--- src/rtl/uart_tx_fifo.sv ---
// 8N1 UART transmitter fed by a small power-of-two FIFO; back-to-back frames
// are sent with no idle gap while bytes remain queued.
module uart_tx_fifo #(
   parameter int CLK_PER_BIT = 56,
   parameter int FIFO_AW     = 3
) (
   input  logic       clk,
   input  logic       rst,
   input  logic       pi_flag,
   input  logic [7:0] pi_data,
   output logic       tx,
   output logic       busy,
   output logic       fifo_full,
   output logic       tx_ovf
);

   localparam int                DEPTH     = 2 ** FIFO_AW;
   localparam int                CW        = $clog2(CLK_PER_BIT);
   localparam logic [CW-1:0]     BAUD_LAST = CW'(CLK_PER_BIT - 1);
   localparam logic [CW-1:0]     BAUD_ONE  = CW'(1);
   localparam logic [FIFO_AW:0]  PTR_ONE   = (FIFO_AW + 1)'(1);

   typedef enum logic [1:0] {IDLE, START, DATA, STOP} state_t;

   state_t           state;
   logic [7:0]       mem [DEPTH];
   logic [FIFO_AW:0] wr_ptr, rd_ptr, wr_ptr_nxt, rd_ptr_nxt;
   logic             empty, push, pop, baud_last;
   logic [7:0]       rd_data, shreg;
   logic [CW-1:0]    baud_cnt;
   logic [2:0]       bit_cnt;

   // NOTE: every signal gets a value on every path here, so no latch can be inferred.
   always_comb begin
      baud_last  = (baud_cnt == BAUD_LAST);
      pop        = ~empty & ((state == IDLE) | ((state == STOP) & baud_last));
      push       = pi_flag & (~fifo_full | pop);
      wr_ptr_nxt = push ? wr_ptr + PTR_ONE : wr_ptr;
      rd_ptr_nxt = pop  ? rd_ptr + PTR_ONE : rd_ptr;
      rd_data    = mem[rd_ptr[FIFO_AW-1:0]];
   end

   // NOTE: sequential state uses non-blocking assignments so all registers update together.
   always_ff @(posedge clk or negedge rst) begin
      if (!rst) begin
         wr_ptr    <= '0;
         rd_ptr    <= '0;
         empty     <= 1'b1;
         fifo_full <= 1'b0;
         tx_ovf    <= 1'b0;
      end else begin
         wr_ptr    <= wr_ptr_nxt;
         rd_ptr    <= rd_ptr_nxt;
         empty     <= (wr_ptr_nxt == rd_ptr_nxt);
         fifo_full <= (wr_ptr_nxt[FIFO_AW] != rd_ptr_nxt[FIFO_AW]) &&
                      (wr_ptr_nxt[FIFO_AW-1:0] == rd_ptr_nxt[FIFO_AW-1:0]);
         tx_ovf    <= pi_flag & fifo_full & ~pop;
      end
   end

   // NOTE: storage is not reset; the pointers alone decide which entries are valid.
   always_ff @(posedge clk) begin
      if (push) mem[wr_ptr[FIFO_AW-1:0]] <= pi_data;
   end

   always_ff @(posedge clk or negedge rst) begin
      if (!rst) begin
         state    <= IDLE;
         tx       <= 1'b1;
         busy     <= 1'b0;
         shreg    <= '0;
         baud_cnt <= '0;
         bit_cnt  <= '0;
      end else begin
         case (state)
            IDLE: begin
               tx <= 1'b1;
               if (pop) begin
                  shreg    <= rd_data;
                  baud_cnt <= '0;
                  tx       <= 1'b0;
                  busy     <= 1'b1;
                  state    <= START;
               end else begin
                  busy <= 1'b0;
               end
            end
            START: begin
               if (baud_last) begin
                  baud_cnt <= '0;
                  bit_cnt  <= '0;
                  tx       <= shreg[0];
                  state    <= DATA;
               end else begin
                  baud_cnt <= baud_cnt + BAUD_ONE;
               end
            end
            DATA: begin
               if (baud_last) begin
                  baud_cnt <= '0;
                  if (bit_cnt == 3'd7) begin
                     tx    <= 1'b1;
                     state <= STOP;
                  end else begin
                     shreg   <= shreg >> 1;
                     tx      <= shreg[1];
                     bit_cnt <= bit_cnt + 3'd1;
                  end
               end else begin
                  baud_cnt <= baud_cnt + BAUD_ONE;
               end
            end
            STOP: begin
               if (baud_last) begin
                  baud_cnt <= '0;
                  // Chain straight into the next start bit when more bytes wait.
                  if (pop) begin
                     shreg <= rd_data;
                     tx    <= 1'b0;
                     state <= START;
                  end else begin
                     busy  <= 1'b0;
                     state <= IDLE;
                  end
               end else begin
                  baud_cnt <= baud_cnt + BAUD_ONE;
               end
            end
            default: state <= IDLE;
         endcase
      end
   end

endmodule

--- config.mk ---
export PLATFORM = sky130hd
export DESIGN_NAME = uart_tx_fifo
export DESIGN_NICKNAME = d
export VERILOG_FILES = /design/src/rtl/uart_tx_fifo.sv
export SDC_FILE = /design/constraint.sdc
export NUM_CORES = 1
export LEC_CHECK = 0
export CAP_MARGIN = 10
export CORE_UTILIZATION = 50
export CTS_CLUSTER_SIZE = 8
export DETAILED_ROUTE_END_ITERATION = 12
export DONT_BUFFER_PORTS = 1
export PLACE_DENSITY = 0.66
export REMOVE_ABC_BUFFERS = 1
export SETUP_SLACK_MARGIN = 0.02
export SLEW_MARGIN = 40
export SYNTH_ARGS = -nofsm -noshare
export SYNTH_HDL_FRONTEND = slang
export SYNTH_SLANG_ARGS = --single-unit
--- constraint.sdc ---
create_clock -name clk -period 3.2 [get_ports clk]
set_input_delay 0.64 -clock clk [delete_from_list [all_inputs] [get_ports clk]]
set_output_delay 0.64 -clock clk [all_outputs]
set_load 0.02 [all_outputs]
# Word-level counts from Yosys, hierarchy flattened
# Memories as Yosys holds them, arrays and structs flattened.
# Index checks and enable logic that the tools add are counted.
[word_totals]
output_inout_bits = 4
mem_bits_ro = 0
n_memories = 1
regBits = 32
elab_cells = 87
latchBits = 0
mem_bits_rw = 64
[mem_list]
columns = ["memory", "words", "word_bits", "read_ports", "rd_ports_with_merged_regs", "wr", "line", "source"]
rows = [
  ["mem", 8, 8, 1, 0, 1, "26", "logic [7:0] mem [DEPTH];"],
]
[op_classes]
magnitude_cmp = 0
reduce_logical = 11
n_mux = 34
n_addsub = 4
mul = 0
bitwise_logic = 10
n_eq_ne = 16
div = 0
n_shift = 0
[op_table]
columns = ["operator", "count"]
rows = [
  ["8-bit 2-to-1 mux", 4],
  ["8-bit case mux with 3 select lines", 1],
  ["2-bit inequality test (second input constant)", 8],
  ["1-bit 2-to-1 mux", 12],
  ["6-bit 2-to-1 mux", 2],
  ["6-bit case mux with 2 select lines", 1],
  ["4-bit AND reduction", 3],
  ["2-bit 2-to-1 mux", 5],
  ["3-bit 2-to-1 mux", 3],
  ["4-bit by 1-bit adder with 4-bit output (second input constant)", 2],
  ["4-bit 2-to-1 mux", 2],
  ["2-bit case mux with 4 select lines", 1],
  ["6-bit by 1-bit adder with 6-bit output (second input constant)", 1],
  ["6-bit equality test (second input constant)", 1],
  ["3-bit case mux with 2 select lines", 1],
  ["1-bit AND", 5],
  ["5-bit AND reduction", 1],
  ["2-bit equality test (second input constant)", 2],
  ["4-bit equality test", 1],
  ["1-bit case mux with 4 select lines", 1],
  ["2-bit nonzero test", 2],
  ["3-bit by 1-bit adder with 3-bit output (second input constant)", 1],
  ["3-bit equality test", 1],
  ["3-bit equality test (second input constant)", 1],
  ["other kinds (10)", 13],
]

# Longest topological paths before layout
# Gate-level depths: netlist (run 1).
[depth]
word_depth = 9
mapped_depth = 10

# Worst setup path after synthesis (run 1)
# OpenSTA, ideal clock, no wires.
[synth_timing]
kind = "register to register"
from = "register state[0]"
to = "memory mem[0][0], enable pin"
setup_slack_ns = 0.691
arrival_ns = 2.114
path_stages_with_launch = 8
path_buffers = 1
setup_ns = 0.395
t_required_ns = 2.805
path_cell_list = "dfrtp_1 -> inv_1 -> ha_1 -> clkbuf_1 -> and2b_1 -> a21o_4 -> o21ai_4 -> nor4_1"
[synth_between]
elab_chain_len = 8
[synth_rtl]
columns = ["item", "line", "source"]
rows = [
  ["from (decl)", "25", "state_t state;"],
  ["from (signal assigned)", "68", "state <= IDLE;"],
  ["from (signal assigned)", "83", "state <= START;"],
  ["from (signal assigned)", "93", "state <= DATA;"],
  ["2-bit equality test", "36", "pop = ~empty & ((state == IDLE) | ((state == STOP) & baud_last));"],
  ["1-bit AND", "36", ""],
  ["1-bit OR (*)", "36", ""],
  ["1-bit AND (*)", "36", ""],
  ["1-bit OR (*)", "37", "push = pi_flag & (~fifo_full | pop);"],
  ["1-bit AND (*)", "37", ""],
  ["1-bit 2-to-1 mux (*)", "63", "if (push) mem[wr_ptr[FIFO_AW-1:0]] <= pi_data;"],
  ["1-bit 2-to-1 mux (not written as such) (*)", "63", ""],
  ["to (decl)", "26", ""],
]
# Every way passes the cells marked *; elsewhere a longest branch is shown, timed or not.

# Worst setup path after layout (run 1)
[layout_timing]
from = "register state[0]"
to = "register fifo_full"
[layout_between]
elab_chain_len = 9
[layout_rtl]
columns = ["item", "line", "source"]
rows = [
  ["2-bit equality test", "36", ""],
  ["1-bit AND", "36", ""],
  ["1-bit OR (*)", "36", ""],
  ["1-bit AND (*)", "36", ""],
  ["1-bit OR", "37", ""],
  ["1-bit AND", "37", ""],
  ["4-bit 2-to-1 mux", "38", "wr_ptr_nxt = push ? wr_ptr + PTR_ONE : wr_ptr;"],
  ["3-bit equality test or 1-bit inequality test (tied branches)", "56, 55", ""],
  ["1-bit logical AND (*)", "55", "fifo_full <= (wr_ptr_nxt[FIFO_AW] != rd_ptr_nxt[FIFO_AW]) &&"],
  ["to (signal assigned)", "55", ""],
  ["to (decl)", "13", "output logic fifo_full,"],
]
# Marked as above.
# A chain may end at the register's enable or synchronous reset.

==> results of run 1 <==
synth_stat cells (all sizes together) (3+ instances only):
master  count  area, um2
a21o        3       30.0
a21oi      11       58.8
a22o        7       61.3
and3        4       25.0
buf         4       17.5
clkbuf      7       26.3
dfrtp      30        751
edfxtp     64       1920
ha         10        125
inv         7       26.3
mux2i       8       80.1
mux4       16        360
nand2      20       75.1
nand2b      5       31.3
nand3       7       35.0
nor2       18       72.6
nor3        5       25.0
o21ai      20        111
xnor2       5       43.8
xor2        5       43.8
sequential cells by signal, summed over array words and instances, names as in the netlist:
register,cells
baud_cnt,6
bit_cnt,3
busy,1
empty,1
fifo_full,1
mem,64
rd_ptr,4
shreg,8
state,2
tx,1
tx_ovf,1
wr_ptr,4
metrics by stage:
| stage | instances | total power, mW | setup WS (ns) |
|---|---|---|---|
| after floorplan | 263 | 1.88 | 0.789 |
| after global placement | 374 | 2.00 | 0.587 |
| after detailed placement | 374 | 2.02 | 0.453 |
| after CTS | 391 | 2.80 | 0.420 |
| after global routing | 391 | 2.91 | 0.216 |
| final | 391 | 2.77 | 0.462 |
kinds of logic after synthesis:
kind of cell / Yosys count
buf+inv: 18
mux: 25
simple gates: 66
compound gates: 47
xor+xnor: 12
fa+ha+maj: 10
flops: 96
cell type report:
| cell class | count | share of cell area |
|---|---|---|
| inverters | 7 | 0.00579 |
| clock inverters | 6 | 0.0146 |
| multi-input cells | 160 | 0.300 |
| well taps | 102 | 0.0281 |
| clock buffers | 10 | 0.0281 |
| flip-flops and latches | 96 | 0.601 |
| repair buffers | 10 | 0.0221 |
power groups by stage:
stage,combinational [mW],clock (mW),sequential [mW]
finish,0.389,0.781,1.60
floorplan,0.283,0,1.60
global placement,0.375,0,1.62
CTS,0.397,0.800,1.61
detailed placement,0.385,0,1.63
global route,0.430,0.853,1.62
layer usage:
layer / routed length, um / up-vias
met5: 0 / -
met4: 134 / 0
met3: 361 / 11
met2: 3240 / 51
met1: 3550 / 1091
li1: - / 1052
cells in the final DEF, fill, tap and decap left out, types with 2 or more instances in the layout:
cell,count
sky130_fd_sc_hd__edfxtp_1,64
sky130_fd_sc_hd__dfrtp_1,30
sky130_fd_sc_hd__nand2_1,20
sky130_fd_sc_hd__o21ai_0,19
sky130_fd_sc_hd__nor2_1,16
sky130_fd_sc_hd__mux4_2,16
sky130_fd_sc_hd__a21oi_1,10
sky130_fd_sc_hd__ha_1,10
sky130_fd_sc_hd__clkbuf_8,9
sky130_fd_sc_hd__mux2i_1,8
sky130_fd_sc_hd__buf_4,8
sky130_fd_sc_hd__inv_1,7
sky130_fd_sc_hd__nand3_1,7
sky130_fd_sc_hd__a22o_1,7
sky130_fd_sc_hd__xnor2_1,5
sky130_fd_sc_hd__xor2_1,5
sky130_fd_sc_hd__nand2b_1,5
sky130_fd_sc_hd__nor3_1,5
sky130_fd_sc_hd__and3_1,4
sky130_fd_sc_hd__nor2_2,2
sky130_fd_sc_hd__xor3_1,2
sky130_fd_sc_hd__a21o_1,2
sky130_fd_sc_hd__o31ai_1,2
sky130_fd_sc_hd__clkinv_2,2
sky130_fd_sc_hd__inv_6,2
sky130_fd_sc_hd__dfstp_2,2
sky130_fd_sc_hd__buf_12,2
path summary, 6_finish.rpt:
check	slack, ns	to	from
max	0.46	fifo_full$_DFF_PN0_	state[0]$_DFFE_PN0P_
min	0.09	shreg[7]$_DFFE_PN0P_	rst
max reg2reg	0.46	fifo_full$_DFF_PN0_	state[0]$_DFFE_PN0P_
min reg2reg	0.48	wr_ptr[3]$_DFF_PN0_	wr_ptr[3]$_DFF_PN0_
max in group asynchronous	2.93	rd_ptr[1]$_DFF_PN0_	rst
min in group clk	0.37	mem[5][0]$_DFFE_PP_	pi_data[0]
==> out/results.ini, run 1 <==
[power]
sequentialPowerShare = 0.579
p_per_area_mw_per_mm2 = 612
pwr-share-comb = 0.140
switching_share = 0.260
part_of_the_power_in_the_clock_network = 0.281
switchingPower_uw = 723
design_internal_power_mw = 2.05
ir_worst_vdd_uv = 332
static-leakage-power_nw = 1.68

[layout]
sequential_cell_area_mm2 = 0.00273
post-route-cell-area_mm2 = 0.00453
multi_input_area_mm2 = 0.00136
diodes = 0
drive_above_1_share = 0.180
final_util = 0.575
syn2layout_area_growth_pct = 9.49
nFillCells = 592
nets = 305

[synthesis]
netlist_instances = 274
synth-edff-count = 64
ys_dominant_reg_cell = sky130_fd_sc_hd__edfxtp_1
synth_simple_gate_area_share = 0.0792
ys.warnings.count = 0
syn_area_mm2 = 0.00414
post_synth_mux_area_share = 0.109
synth_seq_area_share = 0.658
ys_seq_elements = 96
synth_adder_area_share = 0.0302
synth_compound_gate_area_share = 0.0740
synth.lib_cells_used.distinct = 40
yosys.area_share.xor_xnor = 0.0326
syn_area_per_cell_um2 = 15.1
synth_top_family_by_area = multiplexers
share_of_flip_flops_with_an_asynchronous_set_or_reset = 0.333

[sta]
layout_min_cycle_time_ns = 2.74
setup_viol = 0
tightest_slew_margin_relative_to_the_limit = 0.486
final_max_slew_viol_count = 0
tightestPinTransition_ns = 0.771
rsz_0062_raised_after_global_routing = false
fin_crit_sh = 0.856
achievable-frequency_ghz = 0.365
hold_viol = 0
holdWs_ns = 0.0862
fin_worst_skew_ns = 0.00865
fin_tns_setup_ns = 0

[floorplanning]
fp.dieW_um = 93.0
rows = 32
die_h_um = 93.0
i_o_pins = 15
initial_utilization = 0.525
core_mm2 = 0.00789
dieArea_mm2 = 0.00865

[worst_setup_path]
worst_setup_path_end_kind = flop
crit_buf_inv = 1
path_cells = inv_1 > ha_1 > and2b_1 > a21o_4 > o21ai_4 > nor2_2 > xor3_1 > nor4_2
worstPathArrival_ns = 3.00
critical-path-top-delay-family = simple AND/OR/NAND/NOR gates
required_ns = 3.46
path_depth = 8
worstPathMaxFanout = 10
crit_path_start_kind = flop
worst_path_largest_cell_delay_ns = 0.53
criticalPathCategory = flop to flop
reg2reg_depth = 8
slowest_stage = sky130_fd_sc_hd__nor2_2

[clock_tree]
post_cts_hold_buffer_count = 1
clock_tree_buffer_depth = 2
cts.root.buffer_cell = sky130_fd_sc_hd__clkbuf_8
worstSkewPairLatency_ns = 0.36
htreeDepth = 3
clock-sinks = 96
cts_tree = yes
clkSlewWorstSetupHoldPaths_ns = 0.09
tritoncts_buffer_count = 9
postCtsResizedCells = 0
postCtsSetupBuffers = 0

[routing]
drtPass1Iterations = 4
detail_route.vias_per_cell = 5.64
starting_drc_count_in_detailed_routing = 145
routed_wl_um = 7290
detail_route.drc_violations = 0
detail-route-antenna-nets = 0
via_count = 2205
avgRoutedWirePerCell_um = 18.6

[global_routing]
grt_start_max_net_pins = 31
grt_use_met2 = 0.271
grt.overflow.total = 0
grtUsageMet1 = 0.275
antenna_violations_before_repair = 0
gr-usage-all-layers = 0.188
grt_use_met3 = 0.0415
grt_first_pass_wirelength_um = 11600
global_route.peak_usage_layer = met1
grt_pass1_vias = 2129

[placed_design]
half_perimeter_wire_length_after_placement_um = 4710
placement.cell_area_mm2 = 0.00432
placement.io_buffers = 0
gp_congestion = 0.783

[outcome]
run_status = completed

[run]
maxCapViolations = 0

[min_path]
hold_class = primary input to async pin

(Power assumes the default switching activity.)
==> run 2: changes to the inputs <==
--- a/config.mk
+++ b/config.mk
@@ -10,7 +10,6 @@
 export CTS_CLUSTER_SIZE = 8
 export DETAILED_ROUTE_END_ITERATION = 12
 export DONT_BUFFER_PORTS = 1
-export PLACE_DENSITY = 0.66
 export REMOVE_ABC_BUFFERS = 1
 export SETUP_SLACK_MARGIN = 0.02
 export SLEW_MARGIN = 40
==> run 2 against run 1 <==
  * Maximum frequency is 1.9% higher
  * Core utilization fell by 0.11 points
  * Sequential share of layout area up 0.12 points
  * Clock power about the same
  * Via count rose by 0.95%
  * Worst setup slack gained 0.052 ns
  * Routed wire length rose by 3.8%
  * Power is 0.43% lower
  * First-iteration DRC count down 17%
  * Worst hold slack improved by 0.0047 ns
  * Register-to-register slack gained 0.05 ns
  * Critical endpoint unchanged
  * Largest cell class unchanged
==> out/results.ini, run 2 (synthesis results as in run 1) <==
[outcome]
run_status = completed  ; unchanged

[placed_design]
dp_worst_setup_slack_ns = 0.524  ; was 0.453 ns
cell_count_after_placement = 376  ; was 374
gp_congestion = 0.808  ; was 0.783
half_perimeter_wire_length_after_placement_um = 4950  ; was 4710 um
placement.io_buffers = 0  ; unchanged

[layout]
finalNonFillerCells = 393  ; was 391
mostFrequentLayoutCells = 64 x sky130_fd_sc_hd__edfxtp_1, 30 x sky130_fd_sc_hd__dfrtp_1, 20 x sky130_fd_sc_hd__nand2_1  ; unchanged
diodes = 0  ; unchanged
nFillCells = 605  ; was 592
final_common_cell = sky130_fd_sc_hd__edfxtp_1  ; unchanged
syn2layout_area_growth_pct = 9.27  ; was 9.49%
drive_above_1_share = 0.182  ; was 0.180
largest_reg_flops = 64  ; unchanged
nets = 307  ; was 305

[power]
switchingPower_uw = 718  ; was 723 uW
design_internal_power_mw = 2.04  ; was 2.05 mW
switching_share = 0.260  ; about the same
ir_worst_vdd_uv = 459  ; was 332 uV
pwr-share-comb = 0.139  ; was 0.140
sequentialPowerShare = 0.579  ; about the same
part_of_the_power_in_the_clock_network = 0.282  ; was 0.281
p_per_area_mw_per_mm2 = 610  ; was 612 mW/mm2
static-leakage-power_nw = 1.68  ; about the same

[worst_setup_path]
required_ns = 3.46  ; about the same
worst_setup_path_end_kind = flop  ; unchanged
criticalPathCategory = flop to flop  ; unchanged
path_cells = inv_1 > ha_1 > and2b_1 > a21o_4 > o21ai_4 > nor2_2 > xor3_1 > nor4_2  ; unchanged
slowest_stage = sky130_fd_sc_hd__nor2_2  ; unchanged
worstPathMaxFanout = 10  ; unchanged
reg2reg_depth = 8  ; unchanged
crit_path_start_kind = flop  ; unchanged
worst_path_largest_cell_delay_ns = 0.49  ; was 0.53 ns
worstPathArrival_ns = 2.95  ; was 3.00 ns

[global_routing]
antenna_violations_before_repair = 0  ; unchanged
grt.overflow.total = 0  ; unchanged
grt_pass1_vias = 2249  ; was 2,129
grt_start_max_net_pins = 31  ; unchanged
gr-usage-all-layers = 0.194  ; was 0.188
grt_first_pass_wirelength_um = 12200  ; was 11,600 um

[routing]
routed_wl_um = 7560  ; was 7290 um
detail_route.drc_violations = 0  ; unchanged
detail-route-antenna-nets = 0  ; unchanged
starting_drc_count_in_detailed_routing = 120  ; was 145
detail_route.vias_per_cell = 5.66  ; was 5.64
drtPass1Iterations = 4  ; unchanged
via_count = 2226  ; was 2,205
avgRoutedWirePerCell_um = 19.2  ; was 18.6 um

[floorplanning]
die_h_um = 93.0  ; unchanged
rows = 32  ; unchanged
core_mm2 = 0.00789  ; unchanged
fp.dieW_um = 93.0  ; unchanged
i_o_pins = 15  ; unchanged
dieArea_mm2 = 0.00865  ; unchanged
initial_utilization = 0.525  ; unchanged

[clock_tree]
tritoncts_buffer_count = 9  ; unchanged
clock-sinks = 96  ; unchanged
worstSkewPairLatency_ns = 0.36  ; about the same
cts_tree = yes  ; unchanged
postCtsSetupBuffers = 0  ; unchanged
cts.root.buffer_cell = sky130_fd_sc_hd__clkbuf_8  ; unchanged
clock_tree_buffer_depth = 2  ; unchanged
clkSlewWorstSetupHoldPaths_ns = 0.09  ; about the same
htreeDepth = 3  ; unchanged

[sta]
holdWs_ns = 0.0909  ; was 0.0862 ns
fin_crit_sh = 0.839  ; was 0.856
min_setup_slack_post_route_ns = 0.514  ; was 0.462 ns
achievable-frequency_ghz = 0.372  ; was 0.365 GHz
final_max_slew_viol_count = 0  ; unchanged
setup_viol = 0  ; unchanged
hold_viol = 0  ; unchanged
rsz_0062_raised_after_global_routing = false  ; unchanged
tightestPinTransition_ns = 0.767  ; was 0.771 ns
fin_worst_skew_ns = 0.0102  ; was 0.00865 ns
tightest_slew_margin_relative_to_the_limit = 0.489  ; was 0.486
fin_tns_setup_ns = 0  ; unchanged
layout_min_cycle_time_ns = 2.69  ; was 2.74 ns

[run]
maxCapViolations = 0  ; unchanged

[min_path]
hold_class = primary input to async pin  ; unchanged

[run 2: power by group through the flow]
stage	combinational (mW)	clock, mW	sequential, mW
floorplan	0.283	0	1.60
global placement	0.377	0	1.62
detailed placement	0.380	0	1.63
CTS	0.392	0.798	1.60
global route	0.422	0.840	1.62
finish	0.383	0.778	1.60
[run 2: layer usage]
layer / GRT usage / share of wire / vias to the layer above
li1: - / - / 1060
met1: 0.289 / 0.49 / 1123
met2: 0.287 / 0.44 / 33
met3: 0.0358 / 0.046 / 10
met4: 0.0731 / 0.016 / 0
met5: 0 / 0 / -
[run 2: layout make-up]
type / count / area, um2 / share of cell area
inverters: 7 / 26.3 / 0.00581
clock buffers: 9 / 124 / 0.0274
multi-input cells: 160 / 1350 / 0.299
clock inverters: 7 / 67.6 / 0.0149
repair buffers: 12 / 103 / 0.0227
flip-flops and latches: 96 / 2730 / 0.602
well taps: 102 / 128 / 0.0282
[run 2: per-stage QoR]
| stage | power (mW) | area [um2] | util |
|---|---|---|---|
| after global routing | 2.88 | 4530 | 0.574 |
| after floorplan | 1.88 | 4100 | - |
| after detailed placement | 2.01 | 4310 | 0.547 |
| final | 2.76 | 4530 | 0.574 |
| after CTS | 2.79 | 4530 | 0.574 |
| after global placement | 2.00 | 4310 | 0.547 |
[run 2: final timing paths]
path / from / endpoint / slack (ns)
hold reg to reg: wr_ptr[3]$_DFF_PN0_ / wr_ptr[3]$_DFF_PN0_ / 0.48
setup reg to reg: state[0]$_DFFE_PN0P_ / fifo_full$_DFF_PN0_ / 0.51
setup / recovery: state[0]$_DFFE_PN0P_ / fifo_full$_DFF_PN0_ / 0.51
min in group clk: pi_data[2] / mem[2][2]$_DFFE_PP_ / 0.38
hold / removal: rst / bit_cnt[1]$_DFFE_PN0P_ / 0.09
max in group asynchronous: rst / wr_ptr[0]$_DFF_PN0_ / 2.93
[run 2: timing repair]
item | in CTS | in global routing
hold endpoints to repair | 30 | 0
resized for setup | 0 | 0
hold buffers | 1 | 0
[run 2: critical path, delay by kind of cell, from the launching register on]
kind / cells / cell delay [ns]
xor gates and xnor gates: 1 / 0.45
buffers and inverters: 1 / 0.15
adders and majority gates: 1 / 0.35
and+or+nand+nor: 3 / 0.98
AOI/OAI and AO/OA: 2 / 0.25
DFF: 1 / 0.41
